==> config.mk <==
export PLATFORM = sky130hd
export DESIGN_NAME = midi_transmitter
export DESIGN_NICKNAME = d
export VERILOG_FILES = /design/src/rtl/midi_pkg.sv /design/src/rtl/midi_transmitter_uart_tx_byte.sv /design/src/rtl/midi_transmitter.sv
export SDC_FILE = /design/constraint.sdc
export NUM_CORES = 1
export LEC_CHECK = 0
export ABC_CLOCK_PERIOD_IN_PS = 2200
export BUFFER_PORTS_ARGS = -buffer_cell sky130_fd_sc_hd__buf_2
export CAP_MARGIN = 30
export CORE_MARGIN = 2
export CORE_UTILIZATION = 61
export CTS_BUF_LIST = sky130_fd_sc_hd__clkbuf_2 sky130_fd_sc_hd__clkbuf_4 sky130_fd_sc_hd__clkbuf_8
export CTS_CLUSTER_SIZE = 20
export DETAILED_ROUTE_END_ITERATION = 10
export GPL_ROUTABILITY_DRIVEN = 1
export MAX_ROUTING_LAYER = met4
export PLACE_DENSITY = 0.82
export SLEW_MARGIN = 20
export SYNTH_ARGS = -nofsm -noshare
export SYNTH_HDL_FRONTEND = slang
export SYNTH_HIERARCHICAL = 1
export SYNTH_SLANG_ARGS = --single-unit
==> constraint.sdc <==
create_clock -name clk -period 2.2 [get_ports clk]
set_input_delay 0.22 -clock clk [delete_from_list [all_inputs] [get_ports clk]]
set_output_delay 0.22 -clock clk [all_outputs]
set_load 0.01 [all_outputs]
==> src/rtl/midi_pkg.sv <==
// Shared MIDI transmit definitions: status nibbles, message-type encodings,
// serial timing constants and small decode helpers.
package midi_pkg;

  localparam int unsigned CLK_HZ               = 25_000_000;
  localparam int unsigned BAUD                 = 31_250;
  localparam int unsigned DEFAULT_CLKS_PER_BIT = CLK_HZ / BAUD;

  localparam logic [3:0] NOTE_OFF       = 4'h8;
  localparam logic [3:0] NOTE_ON        = 4'h9;
  localparam logic [3:0] CONTROL_CHANGE = 4'hB;
  localparam logic [3:0] PROGRAM_CHANGE = 4'hC;

  typedef enum logic [1:0] {
    MSG_NOTE_OFF       = 2'd0,
    MSG_NOTE_ON        = 2'd1,
    MSG_CONTROL_CHANGE = 2'd2,
    MSG_PROGRAM_CHANGE = 2'd3
  } msg_type_t;

  function automatic logic [3:0] status_nibble(input msg_type_t t);
    case (t)
      MSG_NOTE_OFF:       return NOTE_OFF;
      MSG_NOTE_ON:        return NOTE_ON;
      MSG_CONTROL_CHANGE: return CONTROL_CHANGE;
      default:            return PROGRAM_CHANGE;
    endcase
  endfunction

  // Full message length including the status byte.
  function automatic logic [1:0] byte_count(input msg_type_t t);
    return (t == MSG_PROGRAM_CHANGE) ? 2'd2 : 2'd3;
  endfunction

endpackage

==> src/rtl/midi_transmitter_uart_tx_byte.sv <==
// uart_tx_byte: 8N1 byte serializer, LSB first.
//   clk, reset         : system clock, async active-high reset
//   tx_valid/tx_ready  : byte handshake; tx_ready is also high on the last
//                        clock of a stop bit so bytes can follow gaplessly
//   tx_data            : byte to send
//   byte_done          : pulses on the last clock of each stop bit
//   tx                 : serial line, idle high
module uart_tx_byte
  import midi_pkg::*;
#(
  parameter int unsigned CLKS_PER_BIT = DEFAULT_CLKS_PER_BIT
) (
  input  logic       clk,
  input  logic       reset,
  input  logic       tx_valid,
  output logic       tx_ready,
  input  logic [7:0] tx_data,
  output logic       byte_done,
  output logic       tx
);

  localparam int unsigned CNT_W = (CLKS_PER_BIT > 1) ? $clog2(CLKS_PER_BIT) : 1;
  localparam logic [CNT_W-1:0] CNT_LAST = CNT_W'(CLKS_PER_BIT - 1);

  typedef enum logic [1:0] {TX_IDLE, TX_START, TX_DATA, TX_STOP} tx_state_t;

  tx_state_t        state, state_nx;
  logic [CNT_W-1:0] baud_cnt, baud_cnt_nx;
  logic [2:0]       bit_idx, bit_idx_nx;
  logic [7:0]       shreg, shreg_nx;
  logic             tx_nx;
  logic             bit_end;

  assign bit_end = (baud_cnt == CNT_LAST);

  always_comb begin
    state_nx    = state;
    baud_cnt_nx = baud_cnt;
    bit_idx_nx  = bit_idx;
    shreg_nx    = shreg;
    tx_nx       = tx;
    tx_ready    = 1'b0;
    byte_done   = 1'b0;

    if (state != TX_IDLE) begin
      baud_cnt_nx = bit_end ? '0 : baud_cnt + 1'b1;
    end

    case (state)
      TX_IDLE: begin
        tx_ready = 1'b1;
        if (tx_valid) begin
          shreg_nx    = tx_data;
          baud_cnt_nx = '0;
          state_nx    = TX_START;
          tx_nx       = 1'b0;
        end
      end
      TX_START: begin
        if (bit_end) begin
          state_nx   = TX_DATA;
          bit_idx_nx = '0;
          tx_nx      = shreg[0];
        end
      end
      TX_DATA: begin
        if (bit_end) begin
          if (bit_idx == 3'd7) begin
            state_nx = TX_STOP;
            tx_nx    = 1'b1;
          end else begin
            bit_idx_nx = bit_idx + 3'd1;
            shreg_nx   = shreg >> 1;
            tx_nx      = shreg[1];
          end
        end
      end
      default: begin // TX_STOP
        if (bit_end) begin
          byte_done = 1'b1;
          tx_ready  = 1'b1;
          if (tx_valid) begin
            shreg_nx = tx_data;
            state_nx = TX_START;
            tx_nx    = 1'b0;
          end else begin
            state_nx = TX_IDLE;
            tx_nx    = 1'b1;
          end
        end
      end
    endcase
  end

  always_ff @(posedge clk or posedge reset) begin
    if (reset) begin
      state    <= TX_IDLE;
      baud_cnt <= '0;
      bit_idx  <= '0;
      shreg    <= '0;
      tx       <= 1'b1;
    end else begin
      state    <= state_nx;
      baud_cnt <= baud_cnt_nx;
      bit_idx  <= bit_idx_nx;
      shreg    <= shreg_nx;
      tx       <= tx_nx;
    end
  end

endmodule

==> src/rtl/midi_transmitter.sv <==
// midi_transmitter: serializes MIDI channel-voice messages onto a 31250-baud
// 8N1 MIDI OUT line, with optional running-status compression.
//   clk, reset          : 25 MHz system clock, async active-high reset
//   msg_valid/msg_ready : one message per handshake
//   msg_type, channel   : message kind and MIDI channel
//   data1, data2        : data bytes (bit 7 masked; data2 unused for type 3)
//   midi_out            : serial line, idle high
//   busy                : high from first start bit to end of last stop bit
module midi_transmitter
  import midi_pkg::*;
#(
  parameter int unsigned CLKS_PER_BIT   = DEFAULT_CLKS_PER_BIT,
  parameter bit          RUNNING_STATUS = 1'b0
) (
  input  logic       clk,
  input  logic       reset,
  input  logic       msg_valid,
  output logic       msg_ready,
  input  logic [1:0] msg_type,
  input  logic [3:0] channel,
  input  logic [7:0] data1,
  input  logic [7:0] data2,
  output logic       midi_out,
  output logic       busy
);

  // DONE is the single post-message cycle; it already accepts a new message
  // so back-to-back messages lose no extra cycle.
  typedef enum logic [1:0] {IDLE, SEND, DONE} msg_state_t;

  msg_state_t state, state_nx;
  logic [1:0] byte_idx, byte_cnt;
  logic [7:0] byte1_q, byte2_q;
  logic [7:0] cache_q;
  logic       cache_valid_q;

  logic       accept;
  logic [7:0] status_b, d1_b, d2_b, first_b, next1_b;
  logic [1:0] cnt_b;
  logic       skip_status;

  logic       tx_valid, tx_ready, byte_done;
  logic [7:0] tx_data;
  logic       unused_bits;

  assign unused_bits = &{1'b0, data1[7], data2[7]};

  assign accept = msg_valid & msg_ready;

  always_comb begin
    status_b    = {status_nibble(msg_type_t'(msg_type)), channel};
    d1_b        = {1'b0, data1[6:0]};
    d2_b        = {1'b0, data2[6:0]};
    skip_status = RUNNING_STATUS && cache_valid_q && (cache_q == status_b);
    first_b     = skip_status ? d1_b : status_b;
    next1_b     = skip_status ? d2_b : d1_b;
    cnt_b       = byte_count(msg_type_t'(msg_type)) - (skip_status ? 2'd1 : 2'd0);
  end

  // The first byte goes straight from the inputs to the serializer on the
  // acceptance cycle so the start bit appears on the very next cycle.
  always_comb begin
    state_nx = state;
    tx_valid = 1'b0;
    tx_data  = first_b;
    case (state)
      SEND: begin
        tx_valid = (byte_idx < byte_cnt);
        tx_data  = (byte_idx == 2'd1) ? byte1_q : byte2_q;
        if (byte_done && !tx_valid) state_nx = DONE;
      end
      default: begin // IDLE, DONE
        tx_valid = accept;
        state_nx = accept ? SEND : IDLE;
      end
    endcase
  end

  always_ff @(posedge clk or posedge reset) begin
    if (reset) begin
      state         <= IDLE;
      msg_ready     <= 1'b0;
      busy          <= 1'b0;
      byte_idx      <= '0;
      byte_cnt      <= '0;
      byte1_q       <= '0;
      byte2_q       <= '0;
      cache_q       <= '0;
      cache_valid_q <= 1'b0;
    end else begin
      state     <= state_nx;
      msg_ready <= (state_nx != SEND);
      busy      <= (state_nx == SEND);
      if (accept) begin
        byte_idx <= 2'd1;
        byte_cnt <= cnt_b;
        byte1_q  <= next1_b;
        byte2_q  <= d2_b;
        if (RUNNING_STATUS && !skip_status) begin
          cache_q       <= status_b;
          cache_valid_q <= 1'b1;
        end
      end else if (tx_valid && tx_ready) begin
        byte_idx <= byte_idx + 2'd1;
      end
    end
  end

  uart_tx_byte #(
    .CLKS_PER_BIT(CLKS_PER_BIT)
  ) u_tx (
    .clk       (clk),
    .reset     (reset),
    .tx_valid  (tx_valid),
    .tx_ready  (tx_ready),
    .tx_data   (tx_data),
    .byte_done (byte_done),
    .tx        (midi_out)
  );

endmodule

==> flow_summary.json <==
{
  "multi_input_area_mm2": 0.00131,
  "start_kind": "flip-flop",
  "setup_violations": 0,
  "min_to": "byte2_q[0]",
  "yosysWarnings": 6,
  "worstMarginPinSlew_ps": 837,
  "routedLengthMet1_um": 2080,
  "synth_area_mm2": 0.00257,
  "p_leak_nw": 1.33,
  "met3_length_um": 133,
  "rsz0062_at_grt": "no",
  "post_drt_wl_per_cell_um": 14.4,
  "post-route-period-util": 0.945,
  "crit_required_ps": 2380,
  "synth_seq_cells": 46,
  "drive_above_1_share": 0.312,
  "cp_common_cell": "a21o_1",
  "slew_violations": 0,
  "max-clock-path-buffers": 2,
  "nets": 305,
  "cp.arrival_ps": 2260,
  "ir_drop_v": 0.000460,
  "die_area_mm2": 0.00475,
  "worst_r2r_endpoint": "u_tx/shreg[4]",
  "end_kind": "flip-flop",
  "antennaDiodeCount": 0,
  "avgSynthCellArea_um2": 11.0,
  "path_clk_slew_ps": 90,
  "worstHoldPathCells": 2,
  "yosysTopAreaCellShare": 0.438,
  "path_max_fanout": 8,
  "cts_tree": "built",
  "drv_cap": 0,
  "drt-pass1-iter-count": 6,
  "synth.most_common_cell": "dfrtp_1",
  "syn2layout_area_growth_pct": 12.5,
  "r2r_start": "byte_idx[1]",
  "die_h_um": 68.9,
  "drtIter0Drc": 77,
  "cts-root-buf": "clkbuf_8",
  "yosysTopAreaCell": "dfrtp_1",
  "coreArea_mm2": 0.00403,
  "route.met2.wl_um": 2320,
  "placementRows": 23,
  "synth_edf_count": 0,
  "initial_core_util": 0.638,
  "fill_cells": 302,
  "synthFlopType": "dfrtp_1",
  "hpwl_um": 3420,
  "status": "finished clean",
  "portBuffers": 25,
  "finClkSkew_ps": 10.0,
  "setup-tns-final_ps": 0,
  "worstHoldStart": "data2[0]",
  "critPathKind": "flip-flop to flip-flop",
  "clk_latency_ps": 300,
  "cts_setup_buffers": 0,
  "drt-total-wl_um": 4600,
  "dpl-instance-area_mm2": 0.00279,
  "slowest_delay_ps": 410,
  "reg2reg_slack_ps": 120,
  "htree_levels": 2,
  "grt_max_degree": 25,
  "track_usage": 0.221,
  "grt_pass1_vias": 1704,
  "synthesis.nets": 271,
  "min_path_type": "primary input to flip-flop",
  "io_pins": 28,
  "slew_headroom": 0.441,
  "final_antenna_net_count": 0,
  "synth_cell_type_count": 49,
  "vias": 1822,
  "vias_per_cell": 5.71,
  "regArea_mm2": 0.00115,
  "reg2reg_depth": 6,
  "p_per_area_mw_per_mm2": 615,
  "synth_common_cells": "45 x dfrtp_1, 23 x mux2_2, 21 x nand2_1",
  "grt_pass1_wl_um": 7440,
  "die_x_um": 68.9,
  "async_flop_share": 1.00,
  "hold_viol_final": 0,
  "final_area_mm2": 0.00289,
  "antenna_found_initial": 0,
  "synthTopCellsByArea": "dfrtp_1 44%, mux2_2 10%, ha_1 5.8%",
  "cts_sinks": 46,
  "max_freq_mhz": 481,
  "synthCells": 234,
  "routed.top_layer": "met4",
  "cts_made_buffers": 5,
  "path_cells": "ha_1, a21o_1, o21ai_1, o21ai_0, a21o_1, mux2_4",
  "fin_crit_ps": 2080,
  "route.detailed.drc": 0,
  "synth_seq_area_share": 0.449,
  "cp_slowest_cell": "dfrtp_1",
  "grt-ovfl-total": 0,
  "gp_congestion": 0.816
}
[sequential cells by signal (all words and copies together), names as in the netlist]
name and cells:
byte_idx 2, state 2, busy 1, msg_ready 1, u_tx/state 2, byte2_q 7
byte1_q 7, u_tx/bit_idx 3, u_tx/baud_cnt 10, u_tx/shreg 8, byte_cnt 2, u_tx/tx 1
[power by group]
part / internal (mW) / switching (mW)
logic: 0.163 / 0.121
registers: 0.934 / 0.0449
clock network: 0.223 / 0.289
[cells in the final DEF, fill, tap and decap left out, types with 2 or more instances in the layout]
cell,count
nand2b_1,3
o31ai_1,2
inv_1,10
buf_2,25
nor2_1,6
mux2_2,23
mux2_4,7
nand3_1,13
ha_1,12
clkbuf_8,5
mux2i_1,8
nor4_1,2
mux2_1,2
a31oi_1,4
a21boi_0,2
o211ai_1,2
nor2b_1,3
nand2_1,21
a21oi_1,10
dfrtp_1,45
o21ai_0,16
buf_4,13
a21o_1,3
nand4_1,2
o21ai_1,3
[worst max-delay path, delay by kind of cell, from the launching register on]
family | cells | cell delay [ps]
AOI/OAI and AO/OA | 4 | 890
adders and majority gates | 1 | 310
DFF | 1 | 410
muxes | 1 | 350
[worst max path at each step]
stage	end	startpoint	depth (start not counted)	slack, ps
CTS	u_tx/shreg[4]	byte_idx[1]	6	5
global route	byte_idx[1]	u_tx/baud_cnt[0]	8	7
detailed placement	u_tx/shreg[5]	byte_idx[1]	6	20
global placement	u_tx/shreg[4]	byte_idx[1]	6	110
floorplan	u_tx/shreg[0]	byte_idx[1]	7	170
finish	u_tx/shreg[4]	byte_idx[1]	6	120
[per-layer routing]
metal	vias up	GRT usage
li1	907	-
met1	880	0.268
met2	27	0.356
met3	8	0.0519
met4	0	0.0907
met5	-	-
[cells by family after synthesis]
kind of cell	synth area share
simple gates	0.132
compound gates	0.137
flops	0.449
mux	0.182
buf+inv	0.0424
fa+ha+maj	0.0584
[timing repair]
action                                  4_1_cts  5_1_grt
resized for setup                             0        1
endpoints found under the hold margin        23        0
hold buffers                                  1        0
endpoints found under the setup margin        0        9
[metrics by stage]
step | worst slack [ps] | hold WS (ps) | power, mW | cells | utilization
final | 122 | 140 | 1.78 | 319 | 0.717
after global routing | 6.96 | 128 | 1.88 | 319 | 0.717
after CTS | 5.03 | 132 | 1.80 | 319 | 0.717
after detailed placement | 22.7 | 309 | 1.28 | 310 | 0.692
after global placement | 107 | 290 | 1.27 | 310 | 0.692
after floorplan | 175 | 209 | 1.20 | 234 | -
[layout make-up]
class                           instances  share of cell area
Clock buffer                            5              0.0238
Clock inverter                          3             0.00736
Inverter                               11              0.0152
Multi-Input combinational cell        165               0.453
Sequential cell                        46               0.399
Tap cell                               50              0.0217
Timing Repair Buffer                   39              0.0806
No activity file was read; power rests on OpenSTA's default activity.
